$ cat config.mk
export PLATFORM = sky130hd
export DESIGN_NAME = delay_buffer_prog
export DESIGN_NICKNAME = d
export VERILOG_FILES = /design/src/rtl/delay_buffer_prog.sv
export SDC_FILE = /design/constraint.sdc
export NUM_CORES = 1
export LEC_CHECK = 0
export ABC_CLOCK_PERIOD_IN_PS = 5750
export CORE_ASPECT_RATIO = 0.8
export CORE_MARGIN = 2
export CORE_UTILIZATION = 58
export CTS_CLUSTER_SIZE = 25
export DETAILED_ROUTE_END_ITERATION = 10
export GPL_TIMING_DRIVEN = 0
export PLACE_DENSITY = 0.75
export SYNTH_ARGS = -nofsm -noshare
export SYNTH_HDL_FRONTEND = slang
export SYNTH_SLANG_ARGS = --single-unit
$ cat constraint.sdc
create_clock -name clock -period 5.75 [get_ports clock]
set_input_delay 1.15 -clock clock [delete_from_list [all_inputs] [get_ports clock]]
set_output_delay 1.15 -clock clock [all_outputs]
set_load 0.005 [all_outputs]
$ cat src/rtl/delay_buffer_prog.sv
// Complex-sample delay line with runtime-programmable length, counted in accepted samples.
// Storage is a circular buffer addressed by a write pointer that wraps at the programmed length.
module delay_buffer_prog #(
  parameter  int WIDTH     = 16,
  parameter  int MAX_DEPTH = 32,
  localparam int LEN_W     = $clog2(MAX_DEPTH) + 1
) (
  input  logic             clock,
  input  logic             reset,
  input  logic             flush,
  input  logic             cfg_load,
  input  logic [LEN_W-1:0] cfg_len,
  input  logic             di_en,
  input  logic [WIDTH-1:0] di_re,
  input  logic [WIDTH-1:0] di_im,
  output logic             do_en,
  output logic [WIDTH-1:0] do_re,
  output logic [WIDTH-1:0] do_im,
  output logic             full,
  output logic [LEN_W-1:0] fill_cnt,
  output logic             cfg_err
);

  localparam int              PTR_W   = $clog2(MAX_DEPTH);
  localparam logic [LEN_W-1:0] MAX_LEN = LEN_W'(MAX_DEPTH);
  localparam logic [LEN_W-1:0] ONE_LEN = LEN_W'(1);

  logic [2*WIDTH-1:0] mem [0:MAX_DEPTH-1];

  logic [LEN_W-1:0] len_q, len_d;
  logic [PTR_W-1:0] wr_ptr_q, wr_ptr_d;
  logic [LEN_W-1:0] fill_q, fill_d;
  logic             full_q, full_d;
  logic             err_q, err_d;
  logic             do_en_q, do_en_d;
  logic [WIDTH-1:0] do_re_q, do_re_d;
  logic [WIDTH-1:0] do_im_q, do_im_d;

  logic [2*WIDTH-1:0] rd_data_s;
  logic               wr_en_s;
  logic               ptr_last_s;

  assign rd_data_s  = mem[wr_ptr_q];
  assign wr_en_s    = di_en & ~flush & ~cfg_load;
  assign ptr_last_s = (LEN_W'(wr_ptr_q) == (len_q - ONE_LEN));

  // Next-state logic: cfg_load beats flush, flush beats an accept
  always_comb begin
    len_d    = len_q;
    wr_ptr_d = wr_ptr_q;
    fill_d   = fill_q;
    full_d   = full_q;
    err_d    = err_q;
    do_en_d  = 1'b0;
    do_re_d  = do_re_q;
    do_im_d  = do_im_q;
    if (cfg_load) begin
      if (cfg_len == LEN_W'(0)) begin
        len_d = ONE_LEN;
        err_d = 1'b1;
      end else if (cfg_len > MAX_LEN) begin
        len_d = MAX_LEN;
        err_d = 1'b1;
      end else begin
        len_d = cfg_len;
        err_d = 1'b0;
      end
      wr_ptr_d = PTR_W'(0);
      fill_d   = LEN_W'(0);
      full_d   = 1'b0;
      do_re_d  = WIDTH'(0);
      do_im_d  = WIDTH'(0);
    end else if (flush) begin
      wr_ptr_d = PTR_W'(0);
      fill_d   = LEN_W'(0);
      full_d   = 1'b0;
      do_re_d  = WIDTH'(0);
      do_im_d  = WIDTH'(0);
    end else if (di_en) begin
      wr_ptr_d = ptr_last_s ? PTR_W'(0) : (wr_ptr_q + PTR_W'(1));
      if (fill_q == len_q) begin
        // Line already holds len_q samples: the slot being overwritten is the delayed one
        fill_d  = fill_q;
        full_d  = 1'b1;
        do_en_d = 1'b1;
        do_re_d = rd_data_s[2*WIDTH-1:WIDTH];
        do_im_d = rd_data_s[WIDTH-1:0];
      end else begin
        fill_d = fill_q + ONE_LEN;
        full_d = ((fill_q + ONE_LEN) == len_q);
      end
    end else begin
      do_en_d = 1'b0;
    end
  end

  // Control and output registers
  always_ff @(posedge clock or negedge reset) begin
    if (!reset) begin
      len_q    <= MAX_LEN;
      wr_ptr_q <= PTR_W'(0);
      fill_q   <= LEN_W'(0);
      full_q   <= 1'b0;
      err_q    <= 1'b0;
      do_en_q  <= 1'b0;
      do_re_q  <= WIDTH'(0);
      do_im_q  <= WIDTH'(0);
    end else begin
      len_q    <= len_d;
      wr_ptr_q <= wr_ptr_d;
      fill_q   <= fill_d;
      full_q   <= full_d;
      err_q    <= err_d;
      do_en_q  <= do_en_d;
      do_re_q  <= do_re_d;
      do_im_q  <= do_im_d;
    end
  end

  // Sample storage, deliberately without reset so it maps onto RAM
  always_ff @(posedge clock) begin
    if (wr_en_s) begin
      mem[wr_ptr_q] <= {di_re, di_im};
    end else begin
      mem[wr_ptr_q] <= mem[wr_ptr_q];
    end
  end

  assign do_en    = do_en_q;
  assign do_re    = do_re_q;
  assign do_im    = do_im_q;
  assign full     = full_q;
  assign fill_cnt = fill_q;
  assign cfg_err  = err_q;

endmodule

==> results_tabular.tex <==
\begin{tabular}{lr}
\hline
Metric & Value \\
\hline
\multicolumn{2}{l}{\textbf{Outcome}} \\
\quad Run status & completed \\
\multicolumn{2}{l}{\textbf{CTS}} \\
\quad Post-CTS repair timing setup buffer count & 0 \\
\quad CTS tree & done \\
\quad Later-pin clock latency in the skew report & 0.69 ns \\
\quad Total number of H-tree levels & 3 \\
\quad Cell at the root of the clock tree & sky130\_fd\_sc\_hd\_\_clkbuf\_16 \\
\quad Clock slew at reported path FFs & 0.07 ns \\
\quad Deepest clock path buffer count & 3 \\
\quad Number of clock sinks & 1076 \\
\quad Number of instances resized during post-cts repair & 0 \\
\quad Hold-fix buffer count after cts & 0 \\
\quad Clock buffers created by TritonCTS & 100 \\
\multicolumn{2}{l}{\textbf{Synthesis}} \\
\quad Cell types occupying the most area after synthesis & sky130\_fd\_sc\_hd\_\_edfxtp\_1 73\%, sky130\_fd\_sc\_hd\_\_mux2i\_1 12\%, sky130\_fd\_sc\_hd\_\_o22ai\_1 3.8\%, sky130\_fd\_sc\_hd\_\_dfrtp\_1 3.0\%, sky130\_fd\_sc\_hd\_\_buf\_2 1.1\% \\
\quad Most common flop cell mapped by yosys & sky130\_fd\_sc\_hd\_\_edfxtp\_1 \\
\quad Proportion of netlist area held by the largest area contributor & 0.7335 \\
\quad Number of flip-flops and latches in the synthesized netlist & 1076 \\
\quad Top-count cell post-synth & sky130\_fd\_sc\_hd\_\_edfxtp\_1 \\
\quad Portion of netlist area occupied by mux cells & 0.1316 \\
\quad Library cells used by synthesis & 52 \\
\quad Dominant combinational cell family by area after synthesis & multiplexers \\
\quad Post-synthesis simple-gate area fraction & 0.02823 \\
\quad Synth Area in Compound Gates & 0.04978 \\
\quad Seq/Total Area, Yosys & 0.7646 \\
\quad Share of synthesized registers carrying an async set or reset & 0.04833 \\
\quad Xor-xnor portion of the synthesized cell area & 0.003761 \\
\quad Number of synthesized flops with an enable pin & 1024 \\
\quad Syn Nets & 2379 \\
\quad Adder-cell share of the synthesized area & 0.001791 \\
\quad Count of mapped cells out of synthesis & 2330 \\
\quad Mean post-synth cell area & 17.99 um2 \\
\quad Yosys warnings & 0 \\
\quad Cell taking the most area after synthesis & sky130\_fd\_sc\_hd\_\_edfxtp\_1 \\
\quad Synth cell count leaders & 1024 x sky130\_fd\_sc\_hd\_\_edfxtp\_1, 513 x sky130\_fd\_sc\_hd\_\_mux2i\_1, 257 x sky130\_fd\_sc\_hd\_\_o22ai\_1, 91 x sky130\_fd\_sc\_hd\_\_buf\_2, 66 x sky130\_fd\_sc\_hd\_\_nor4\_1 \\
\quad Post-synth design cell area & 41920 um2 \\
\multicolumn{2}{l}{\textbf{Timing}} \\
\quad Relative slew margins & 0.1176 \\
\quad Final-report setup violation count & 0 \\
\quad Crit path time final & 4.213 ns \\
\quad Setup WS post-layout & 1.537 ns \\
\quad Total Negative Setup Slacks & 0 ns \\
\quad Number of hold-slack violations in the final timing report & 0 \\
\quad Number of pins with negative max-slew slack in the final report & 0 \\
\quad Max Fclk & 0.2374 GHz \\
\quad Slew @ Worst Pin & 1.324 ns \\
\quad Setup repair after global routing missed its margin & false \\
\quad Final worst clock skew & 0.02442 ns \\
\quad Period Utilization, post-route & 0.7327 \\
\multicolumn{2}{l}{\textbf{Worst setup path}} \\
\quad RR Endpoint & mem[28][3] \\
\quad Required arrival time at the worst endpoint & 6.08 ns \\
\quad Total buffers and inverters traversed by the critical path & 3 \\
\quad Delay of the slowest cell on the worst path & 1.02 ns \\
\quad Worst-path fanout max & 32 \\
\quad Slack of the worst reg-to-reg path & 1.54 ns \\
\quad Cell with the largest stage delay on the worst path & sky130\_fd\_sc\_hd\_\_clkbuf\_1 \\
\quad Worst reg-to-reg path cell count & 8 \\
\quad Kind of start point of the critical path & flip-flop \\
\quad Critical path cell sequence & buf\_2 -> or4b\_1 -> clkbuf\_1 -> clkbuf\_1 -> o22ai\_1 -> nor4\_1 -> nand2\_1 -> mux2\_2 \\
\quad Data arrival, critical path & 4.54 ns \\
\quad Critical Path Sink Type & flip-flop \\
\quad R2r startpoint & wr\_ptr\_q[1] \\
\quad CP delay by family, top & buffers and inverters \\
\quad Cell with the most instances on the worst path & sky130\_fd\_sc\_hd\_\_clkbuf\_1 \\
\quad Start-to-end type of the worst setup path & reg -> reg \\
\multicolumn{2}{l}{\textbf{Floorplanning}} \\
\quad Vertical extent of the die & 244.5 um \\
\quad Total die area & 74460 um2 \\
\quad I/O Pins & 84 \\
\quad Initial core utilization & 0.5840 \\
\quad Area of the placeable core & 71790 um2 \\
\quad Number of rows created at floorplan & 88 \\
\quad Horizontal die dimension & 304.6 um \\
\multicolumn{2}{l}{\textbf{Final layout}} \\
\quad Final Net Count & 2599 \\
\quad Layout cells sized above 1 & 0.1457 \\
\quad Area grow syn2layout & 14.75\% \\
\multicolumn{2}{l}{\textbf{Place}} \\
\quad Routability congestion estimate & 0.8909 \\
\quad DP Worst Slack & 1.357 ns \\
\quad Hpwl dp & 77.60 mm \\
\quad Count of buffers from port buffering & 82 \\
\multicolumn{2}{l}{\textbf{Power}} \\
\quad Power per cell area & 349.5 nW/um2 \\
\quad Final Total Pwr & 16810 uW \\
\quad Worst supply voltage drop on vdd & 0.3297 mV \\
\quad Leakage power & 0.01530 uW \\
\multicolumn{2}{l}{\textbf{Drt}} \\
\quad Detailed-route vias per instance & 6.990 \\
\quad Met2 WL post-DR & 56.44 mm \\
\quad Met1 Routed Length & 45.62 mm \\
\quad Uppermost metal layer occupied by signal nets & met5 \\
\quad First-pass iteration count of the detailed router & 7 \\
\quad Final antenna-violating net count & 0 \\
\quad Detailed route wirelength on metal3 & 19.57 mm \\
\quad Initial drt markers & 4133 \\
\quad Total number of vias & 25030 \\
\quad Residual DRC count & 0 \\
\quad WL/cell & 35.86 um \\
\quad Routed wire length & 128.4 mm \\
\multicolumn{2}{l}{\textbf{Global route}} \\
\quad Sum of overflow across all layers after global routing & 0 \\
\quad Total routing usage reported by global routing & 0.3435 \\
\quad Antenna violations before repair & 1 \\
\quad Via count of the first global-routing pass & 23793 \\
\quad Maximum number of pins on one net before global-route repair & 35 \\
\quad First-pass GRT wire length & 176.2 mm \\
\multicolumn{2}{l}{\textbf{Min path}} \\
\quad HP Class & in -> async \\
\multicolumn{2}{l}{\textbf{Run}} \\
\quad Max cap viols & 0 \\
\hline
\end{tabular}
-- through the flow --
stage               hold WS [ns]  std cells  utilization  area, um2
detailed placement        0.4847       3393       0.6256      44910
global placement          0.4814       3357       0.6119      43920
CTS                       0.4012       3580       0.6700      48100
global route              0.4250       3580       0.6700      48100
floorplan                 0.4895       2330            -      41920
finish                    0.4101       3581       0.6701      48100
-- how the worst max path moves through the flow --
stage / startpoint / end / slack (ns) / cells past startpoint
after floorplan: wr_ptr_q[0] / mem[10][0] / 2.66 / 8
after global placement: wr_ptr_q[0] / mem[30][18] / -0.33 / 8
after detailed placement: cfg_load / mem[12][26] / 1.36 / 6
after CTS: wr_ptr_q[1] / mem[10][5] / 1.82 / 8
after global routing: wr_ptr_q[1] / mem[7][5] / 1.47 / 8
final: wr_ptr_q[1] / mem[28][3] / 1.54 / 8
-- placed cells by master (no fill, tap or decap), types with 6 or more instances in the layout --
cell and n:
sky130_fd_sc_hd__a21oi_1 7, sky130_fd_sc_hd__clkinv_1 20, sky130_fd_sc_hd__clkbuf_1 41, sky130_fd_sc_hd__buf_4 23, sky130_fd_sc_hd__nand4bb_1 6, sky130_fd_sc_hd__buf_2 91
sky130_fd_sc_hd__clkbuf_16 102, sky130_fd_sc_hd__nand2b_1 6, sky130_fd_sc_hd__o22ai_1 257, sky130_fd_sc_hd__clkbuf_8 7, sky130_fd_sc_hd__clkdlybuf4s50_1 81, sky130_fd_sc_hd__ha_1 6
sky130_fd_sc_hd__bufinv_16 6, sky130_fd_sc_hd__buf_12 32, sky130_fd_sc_hd__mux2_2 34, sky130_fd_sc_hd__nand2_1 46, sky130_fd_sc_hd__clkinv_2 22, sky130_fd_sc_hd__a22o_1 32
sky130_fd_sc_hd__edfxtp_1 1024, sky130_fd_sc_hd__o21ai_0 6, sky130_fd_sc_hd__xnor2_1 10, sky130_fd_sc_hd__inv_1 9, sky130_fd_sc_hd__nor4_1 66, sky130_fd_sc_hd__buf_6 9
sky130_fd_sc_hd__nor2_4 32, sky130_fd_sc_hd__nor2_1 13, sky130_fd_sc_hd__dfrtp_1 51, sky130_fd_sc_hd__mux2i_1 513, sky130_fd_sc_hd__xor2_1 8
-- routing by layer --
metal,GRT usage,up-vias
li1,-,9844
met1,0.4713,12553
met2,0.5156,2196
met3,0.1027,433
met5,0.01227,-
met4,0.1462,4
-- cells by family after synthesis --
kind of cell	after synthesis
compound gates	318
fa+ha+maj	6
xor+xnor	18
simple gates	210
mux	547
buf+inv	155
flops	1076
-- where the power goes --
group | internal, uW | switching, uW | total [uW]
clock network | 3620 | 2890 | 6510
logic | 297 | 849 | 1150
registers | 9120 | 28.2 | 9150
-- registers in the layout (all words and copies together) (netlist names) --
register,count
wr_ptr_q,5
cfg_err,1
len_q,6
fill_cnt,6
do_im,16
do_en,1
mem,1024
full,1
do_re,16
-- worst register-to-register path: cells and delay by family, from the launching register on --
kind,cells,cell delay (ns)
DFF,1,0.42
and+or+nand+nor,3,1.08
buffers and inverters,3,1.63
muxes,1,0.55
AOI/OAI and AO/OA,1,0.16
-- area by class of cell --
class,instances,area (um2)
fill,4580,23690
multi-input combinational,1099,9261
inverter,9,33.78
timing repair buffer,118,1569
sequential,1076,32050
clock inverter,59,467.9
buffer,146,814.5
clock buffer,128,2720
tap,945,1182
antenna,1,2.502
Power figures use the tool's default switching activity.
